--- src/rtl/led_breath_pkg.sv ---
// Shared definitions for the LED breathing controller: phase encodings and
// default timing derived from the 48 MHz system clock and its /1024 strobe.
package led_breath_pkg;

  typedef enum logic [1:0] {
    PH_RISE    = 2'd0,
    PH_HOLD_HI = 2'd1,
    PH_FALL    = 2'd2,
    PH_HOLD_LO = 2'd3
  } phase_t;

  localparam int CLK_FREQ     = 48_000_000;
  localparam int STB_PERIOD   = 1024;
  localparam int STB_FREQ     = CLK_FREQ / STB_PERIOD;

  localparam int DEF_PWM_BITS = 8;
  localparam int DEF_MAX      = (1 << DEF_PWM_BITS) - 1;
  // Rounded so one full ramp (MAX steps) lasts about one second.
  localparam int DEF_STEP_DIV = (STB_FREQ + DEF_MAX / 2) / DEF_MAX;
  // Quarter second of strobes, rounded to nearest.
  localparam int DEF_HOLD     = (STB_FREQ + 2) / 4;

  // Width of a counter that must hold 0 .. n-1.
  function automatic int cnt_width(input int n);
    return (n < 2) ? 1 : $clog2(n);
  endfunction

endpackage

--- src/rtl/led_breath_pwm_gen.sv ---
// Free-running PWM: counter plus registered compare against the brightness level.
// Disabling forces the output low on the next edge while the counter keeps running.
module pwm_gen
  import led_breath_pkg::*;
#(
  parameter int PWM_BITS = DEF_PWM_BITS
) (
  input  logic                i_clk,
  input  logic                i_rst,
  input  logic                i_en,
  input  logic [PWM_BITS-1:0] i_level,
  output logic                o_pwm
);

  logic [PWM_BITS-1:0] pwm_cnt;

  always_ff @(posedge i_clk or posedge i_rst) begin
    if (i_rst) begin
      pwm_cnt <= '0;
      o_pwm   <= 1'b0;
    end else begin
      pwm_cnt <= pwm_cnt + PWM_BITS'(1);
      o_pwm   <= i_en && (pwm_cnt < i_level);
    end
  end

endmodule

--- src/rtl/led_breath.sv ---
// Breathing LED controller: strobe-paced ramp/hold state machine feeding a PWM.
//
//   state      | meaning
//   PH_RISE    | level steps up once every STEP_DIV strobes until MAX
//   PH_HOLD_HI | level parked at MAX for HOLD_HI strobes
//   PH_FALL    | level steps down once every STEP_DIV strobes until 0
//   PH_HOLD_LO | level parked at 0 for HOLD_LO strobes
module led_breath
  import led_breath_pkg::*;
#(
  parameter int PWM_BITS = DEF_PWM_BITS,
  parameter int STEP_DIV = DEF_STEP_DIV,
  parameter int HOLD_HI  = DEF_HOLD,
  parameter int HOLD_LO  = DEF_HOLD
) (
  input  logic                i_clk,
  input  logic                i_rst,
  input  logic                i_stb,
  input  logic                i_en,
  output logic                o_pwm,
  output logic [PWM_BITS-1:0] o_level,
  output logic [1:0]          o_phase
);

  localparam int PRESC_W  = cnt_width(STEP_DIV);
  localparam int HOLD_MAX = (HOLD_HI > HOLD_LO) ? HOLD_HI : HOLD_LO;
  localparam int HOLD_W   = cnt_width(HOLD_MAX);

  localparam logic [PWM_BITS-1:0] LVL_MAX    = '1;
  localparam logic [PRESC_W-1:0]  PRESC_LAST = PRESC_W'(STEP_DIV - 1);
  localparam logic [HOLD_W-1:0]   HI_LAST    = HOLD_W'(HOLD_HI - 1);
  localparam logic [HOLD_W-1:0]   LO_LAST    = HOLD_W'(HOLD_LO - 1);

  phase_t              state,    state_nxt;
  logic [PWM_BITS-1:0] level,    level_nxt;
  logic [PRESC_W-1:0]  presc,    presc_nxt;
  logic [HOLD_W-1:0]   hold_cnt, hold_nxt;
  logic                tick;

  // Disabled strobes are dropped entirely, which freezes every counter.
  assign tick = i_en & i_stb;

  always_ff @(posedge i_clk or posedge i_rst) begin
    if (i_rst) begin
      state    <= PH_RISE;
      level    <= '0;
      presc    <= '0;
      hold_cnt <= '0;
    end else begin
      state    <= state_nxt;
      level    <= level_nxt;
      presc    <= presc_nxt;
      hold_cnt <= hold_nxt;
    end
  end

  always_comb begin
    state_nxt = state;
    level_nxt = level;
    presc_nxt = presc;
    hold_nxt  = hold_cnt;
    if (tick) begin
      unique case (state)
        PH_RISE: begin
          if (presc == PRESC_LAST) begin
            presc_nxt = '0;
            level_nxt = level + PWM_BITS'(1);
            // Leave the ramp on the same edge MAX is reached.
            if (level == LVL_MAX - PWM_BITS'(1)) begin
              state_nxt = PH_HOLD_HI;
              hold_nxt  = '0;
            end
          end else begin
            presc_nxt = presc + PRESC_W'(1);
          end
        end
        PH_HOLD_HI: begin
          presc_nxt = '0;
          if (hold_cnt == HI_LAST) begin
            state_nxt = PH_FALL;
            hold_nxt  = '0;
          end else begin
            hold_nxt = hold_cnt + HOLD_W'(1);
          end
        end
        PH_FALL: begin
          if (presc == PRESC_LAST) begin
            presc_nxt = '0;
            level_nxt = level - PWM_BITS'(1);
            if (level == PWM_BITS'(1)) begin
              state_nxt = PH_HOLD_LO;
              hold_nxt  = '0;
            end
          end else begin
            presc_nxt = presc + PRESC_W'(1);
          end
        end
        PH_HOLD_LO: begin
          presc_nxt = '0;
          if (hold_cnt == LO_LAST) begin
            state_nxt = PH_RISE;
            hold_nxt  = '0;
          end else begin
            hold_nxt = hold_cnt + HOLD_W'(1);
          end
        end
        default: begin
          state_nxt = PH_RISE;
        end
      endcase
    end
  end

  always_comb begin
    o_phase = state;
    o_level = level;
  end

  pwm_gen #(
    .PWM_BITS (PWM_BITS)
  ) u_pwm (
    .i_clk   (i_clk),
    .i_rst   (i_rst),
    .i_en    (i_en),
    .i_level (level),
    .o_pwm   (o_pwm)
  );

endmodule

--- config.mk ---
export PLATFORM = sky130hd
export DESIGN_NAME = led_breath
export DESIGN_NICKNAME = d
export VERILOG_FILES = /design/src/rtl/led_breath_pkg.sv /design/src/rtl/led_breath_pwm_gen.sv /design/src/rtl/led_breath.sv
export SDC_FILE = /design/constraint.sdc
export NUM_CORES = 1
export LEC_CHECK = 0
export CORE_ASPECT_RATIO = 0.9
export CORE_MARGIN = 4
export CORE_UTILIZATION = 40
export CTS_BUF_LIST = sky130_fd_sc_hd__clkbuf_8 sky130_fd_sc_hd__clkbuf_16
export DETAILED_ROUTE_END_ITERATION = 10
export PLACE_DENSITY = 0.55
export RECOVER_POWER = 25
export SETUP_SLACK_MARGIN = 0.2
export SLEW_MARGIN = 10
export SYNTH_ARGS = -nofsm -noshare
export SYNTH_HDL_FRONTEND = slang
export SYNTH_SLANG_ARGS = --single-unit
--- constraint.sdc ---
create_clock -name i_clk -period 2.93 [get_ports i_clk]
set_input_delay 0.4395 -clock i_clk [delete_from_list [all_inputs] [get_ports i_clk]]
set_output_delay 0.4395 -clock i_clk [all_outputs]
set_load 0.005 [all_outputs]
==> results.cfg, run 1 <==
[global_routing]
antenna_found_initial = 0
grt_max_degree = 33
grt_pass1_wl_um = 8742
grt_use_total_pct = 15.34
grt.overflow.total = 0
grt_pass1_vias = 1791

[cells_and_area]
final_nets = 290
final_util_pct = 47.00
diodes = 0
area_growth_pct = 13.01
fill_cells = 553
layoutNonFillerInstCount = 338
layout-drive-gt1-share_pct = 6.343

[pwr]
powerDensity_mw_per_mm2 = 646.5
p_leak_nw = 1.136
ir_drop_mv = 0.4295

[timing]
finalClockSkew_ns = 0.005477
rsz0062_at_grt = false
tightest_slew_ns = 0.7816
fmax_ghz = 0.3949
slew_headroom_pct = 47.89
period_share_pct = 86.42
finalSetupViolCount = 0
fin_tns_setup_ns = 0
fin_crit_ns = 2.532
maxSlewViolCount = 0
final_hold_viol_count = 0

[logic_synthesis]
synthTopCellsByArea = dfrtp_1 (43%), ha_1 (9.9%), o31ai_1 (6.3%), xnor2_1 (4.4%), nand2_1 (3.0%)
synth-edff-count = 0
yosysTopAreaCell = dfrtp_1
synthFlopType = dfrtp_1
syn-num-nets = 272
syn_area_per_cell_sq_um = 9.618
synth_cells = 249
async_reset_ff_share_pct = 100.0
synth_seq_cells = 41
ys_seq_area_share_pct = 42.84
ys_types = 44
syn-cell-area_sq_mm = 0.002395
yosysTopAreaCellShare_pct = 42.84
yosys_warnings = 0

[critical_path]
rr_startpoint = presc[3]
max_stage_delay_ns = 0.54
arrival_ns = 2.72
startpoint_type = flip-flop
critPathTopFamily = simple AND/OR/NAND/NOR gates
path_cells = or3b_1, or4_1, a21o_1, or3_4, o41ai_1
crit_buf_inv = 0
rr_endpoint = hold_cnt[9]
crit_type = reg -> reg
cp_slowest_cell = or4_1
r2r_cells = 5
critPathRequiredTime_ns = 3.12
r2r_slack_ns = 0.40
cp_max_fo = 12
endpoint_kind = flip-flop

[floorplanning]
start_util_pct = 41.59
ios = 15
die_h_um = 81.41
dieArea_sq_mm = 0.007291
row_count = 26
core_sq_mm = 0.005758
dieWidth_um = 89.56

[route]
routed_via_density = 5.470
drt_wl_total_um = 4901
first_pass_iters = 4
wl_per_cell_um = 14.50
ant_nets = 0
drc_errors = 0
drtIter0Drc = 93
vias = 1849

[min_path]
min_path_cells = 1
min_to = u_pwm.pwm_cnt[7]
hp-class = reg -> reg
min_from = u_pwm.pwm_cnt[7]

[clock_network]
cts_buffer_depth = 2
ctsResizeCount = 0
holdBufCountCts = 0
clkTransAtPathRegs_ns = 0.08
clk_root_buffer_cell = clkbuf_8
clk_latency_ns = 0.29
cts_tree = built
post_cts_buffers = 0
clock-sinks = 41
cts_buffers = 5
h-tree-depth = 2

[run]
max_cap_violations = 0

[place]
portBuffers = 14
gp_congestion = 0.7381
dp_cells = 330
dp_hpwl_um = 3647

[outcome]
outcome = completed
worst reg2reg max path, cell delays in order (launching register included):
cell	delay, ns
dfrtp_1	0.42
or3b_1	0.40
or4_1	0.54
a21o_1	0.24
or3_4	0.47
o41ai_1	0.36
area by class of cell:
type / count / area (sq um) / area share (%)
Sequential cell: 41 / 1026 / 37.91
Clock buffer: 5 / 68.82 / 2.543
Tap cell: 70 / 87.58 / 3.236
Inverter: 17 / 63.81 / 2.358
Clock inverter: 3 / 18.77 / 0.6935
Multi-Input combinational cell: 183 / 1266 / 46.79
Timing Repair Buffer: 19 / 175.2 / 6.472
power breakdown:
group          switching, mW  internal, mW
Sequential             0.132         0.662
Clock                  0.202         0.164
Combinational          0.330         0.259
flip-flops by register name (all words and copies together) (netlist names):
name           flops
u_pwm.pwm_cnt      8
u_pwm.o_pwm        1
hold_cnt          14
presc              8
o_phase            2
o_level            8
cell usage after synthesis, types with 2 or more instances:
| cell | n |
|---|---|
| inv_1 | 17 |
| mux2i_1 | 2 |
| o22ai_1 | 2 |
| o41ai_1 | 4 |
| nand2b_1 | 2 |
| o31ai_1 | 20 |
| dfrtp_1 | 41 |
| nand4_1 | 10 |
| o21ai_0 | 13 |
| nor3_1 | 8 |
| a31oi_1 | 3 |
| xor2_1 | 7 |
| nand3_1 | 12 |
| a21boi_0 | 2 |
| clkbuf_1 | 5 |
| xnor2_1 | 12 |
| a21oi_1 | 2 |
| nor2b_1 | 3 |
| nand2_1 | 19 |
| ha_1 | 19 |
| buf_6 | 2 |
| or3_1 | 4 |
| nor2_1 | 19 |
cell usage in the layout (no fill, tap or decap), types with 12 or more instances in the layout:
cell,synthesis,routed
dfrtp_1,41,41
ha_1,19,19
nor2_1,19,19
nand2_1,19,19
o21ai_0,13,13
nand3_1,12,12
clkdlybuf4s50_1,0,13
xnor2_1,12,12
o31ai_1,20,20
inv_1,17,17
worst max path at each step:
| stage | from | end | slack, ns | depth (start not counted) |
|---|---|---|---|---|
| 6_report | presc[3] | hold_cnt[9] | 0.40 | 5 |
| 5_1_grt | presc[3] | hold_cnt[9] | 0.33 | 5 |
| 4_1_cts | presc[3] | hold_cnt[9] | 0.40 | 5 |
| 3_5_place_dp | presc[3] | hold_cnt[9] | 0.38 | 5 |
| 3_3_place_gp | presc[3] | hold_cnt[9] | 0.47 | 5 |
| 2_1_floorplan | presc[3] | hold_cnt[13] | 0.55 | 7 |
metrics by stage:
stage | instance area, sq um | power, mW | setup WS [ns] | hold WS [ns]
2_1_floorplan | 2395 | 1.209 | 0.5491 | 0.4494
3_3_place_gp | 2621 | 1.393 | 0.4659 | 0.4790
3_5_place_dp | 2621 | 1.392 | 0.3801 | 0.4881
4_1_cts | 2709 | 1.767 | 0.3977 | 0.3834
5_1_grt | 2706 | 1.900 | 0.3266 | 0.5167
6_report | 2706 | 1.750 | 0.3979 | 0.4894
routing by layer:
layer  up-vias  routed length [um]  track usage [%]
met5         -                   0                0
met4         0                  44            4.018
met3         5                 200            3.347
met2        35                2006            21.49
met1       874                2650            23.55
li1        935                   -                -
logic make-up (layout without fill, tap and decap cells):
family | count (synthesis) | after routing | share of synthesized area, %
AO/OA/AOI/OAI | 53 | 53 | 15.46
XOR/XNOR | 19 | 19 | 6.949
multiplexers | 3 | 3 | 1.306
buffers and inverters | 25 | 44 | 4.597
flip-flops | 41 | 41 | 42.84
AND/OR/NAND/NOR | 89 | 89 | 18.91
adder cells (fa/ha/maj) | 19 | 19 | 9.927
No activity file was read; power rests on OpenSTA's default activity.
==> run 2, diff against run 1 <==
CAP_MARGIN = 30   (was not set)
==> results of run 2 <==
No change in the layout: final DEF, timing and power equal those of run 1.
==> variant (settings of run 2) <==
Put a register stage on the output `o_level`, with the module's reset. The value now appears one clock later. The other outputs are not delayed to match.
--- a/src/rtl/led_breath.sv
+++ b/src/rtl/led_breath.sv
@@ -31,4 +31,6 @@
   localparam logic [HOLD_W-1:0]   HI_LAST    = HOLD_W'(HOLD_HI - 1);
   localparam logic [HOLD_W-1:0]   LO_LAST    = HOLD_W'(HOLD_LO - 1);
+
+  logic [PWM_BITS-1:0] o_level_d;
 
   phase_t              state,    state_nxt;
@@ -114,5 +116,5 @@
   always_comb begin
     o_phase = state;
-    o_level = level;
+    o_level_d = level;
   end
 
@@ -127,4 +129,12 @@
   );
 
+  always_ff @(posedge i_clk or posedge i_rst) begin
+    if (i_rst) begin
+      o_level <= '0;
+    end else begin
+      o_level <= o_level_d;
+    end
+  end
+
 endmodule
 
Behaviour: no difference found for any inputs over 10 cycles, from zero or initial values and one cycle with i_rst high; that may be too few to reach the edited logic, so the function may still have changed.
==> variant against run 2 <==
Critical path type unchanged; sequential share of layout area increased by 3.0 points; area after synthesis is 9.8% higher; critical path depth rose by 1; fmax grew 12%; cell area is 11% higher; setup slack gained 0.28 ns; routed wire length rose by 5.0%; clock skew up 0.0058 ns; sequential cell count up 8.
Power is not compared: it rests on default switching activity, and its combinational part moved more than twofold at a synthesized area within 25%.
==> variant: results (changes against run 2) <==
{| class="wikitable"
! Metric !! Value
|-
| Post-route clock skew || 0.0113 ns (+0.00580 ns)
|-
| Wirelength per Cell || 14.1 um (-2.5%)
|-
| Largest fanout of any net on the critical path || 9 (-3)
|-
| Slew Limit Headroom || 36.8% (-11 points)
|-
| Global-route usage over all layers || 14.4% (-0.96 points)
|-
| Multi-input combinational cell count || 184 (+0.55%)
|-
| Pin count of the biggest net entering global routing || 26 (-21%)
|-
| Area of the multi-input gates || 0.00129 mm2 (+1.9%)
|-
| Fraction of met2 tracks used by global routing || 23.1% (+1.6 points)
|-
| Average cell area after synthesis || 10.2 um2 (+5.6%)
|-
| Length of routed wiring on met1 || 2610 um (-1.4%)
|-
| DR WL met2 || 2370 um (+18%)
|-
| Outcome || completed
|-
| Critical path data arrival time || 2.48 ns (-0.24 ns)
|-
| Global-route wire length before repair || 9290 um (+6.2%)
|-
| Met3 Usage GRT || 3.01% (-0.33 points)
|-
| First-iteration detailed-routing DRC count || 54 (-42%)
|-
| Placed wire-length estimate || 3760 um (+3.0%)
|-
| Final RePlAce weighted congestion || 0.801 (+8.5%)
|-
| Reg clk slew, reported paths || 0.10 ns (+0.02 ns)
|-
| Number of fillers in the final layout || 609 (+10%)
|-
| Post-Place Setup Slack || 0.707 ns (+0.327 ns)
|-
| End of the critical path || level[6]
|-
| Gate Count Post-Synth || 259 (+4.0%)
|-
| Endpoint, Worst Hold || o_level[7]
|}
-- variant: changes by cell type after synthesis, sizes merged, moves of 5 or more --
cell	delta
o31ai	-10
dfrtp	+8
nand3	+5
o21ai	+5
-- variant: kinds of logic (layout without fill, tap and decap cells) --
group / count (synthesis) / count (layout) / share of synthesized area [%]
multiplexers: 2 / 2 / 0.951
AO/OA/AOI/OAI: 51 / 51 / 12.9
adder cells (fa/ha/maj): 19 / 19 / 9.04
XOR/XNOR: 20 / 20 / 6.66
buffers and inverters: 26 / 44 / 4.33
AND/OR/NAND/NOR: 92 / 92 / 19.5
flip-flops: 49 / 49 / 46.6
-- variant: power by group through the flow --
stage	logic (W)	clock network, W	registers, W
2_1_floorplan	0.0000908	0	0.000766
3_3_place_gp	0.000128	0	0.000780
3_5_place_dp	0.000127	0	0.000782
4_1_cts	0.000128	0.000590	0.000768
5_1_grt	0.000150	0.000617	0.000774
6_report	0.000125	0.000570	0.000768
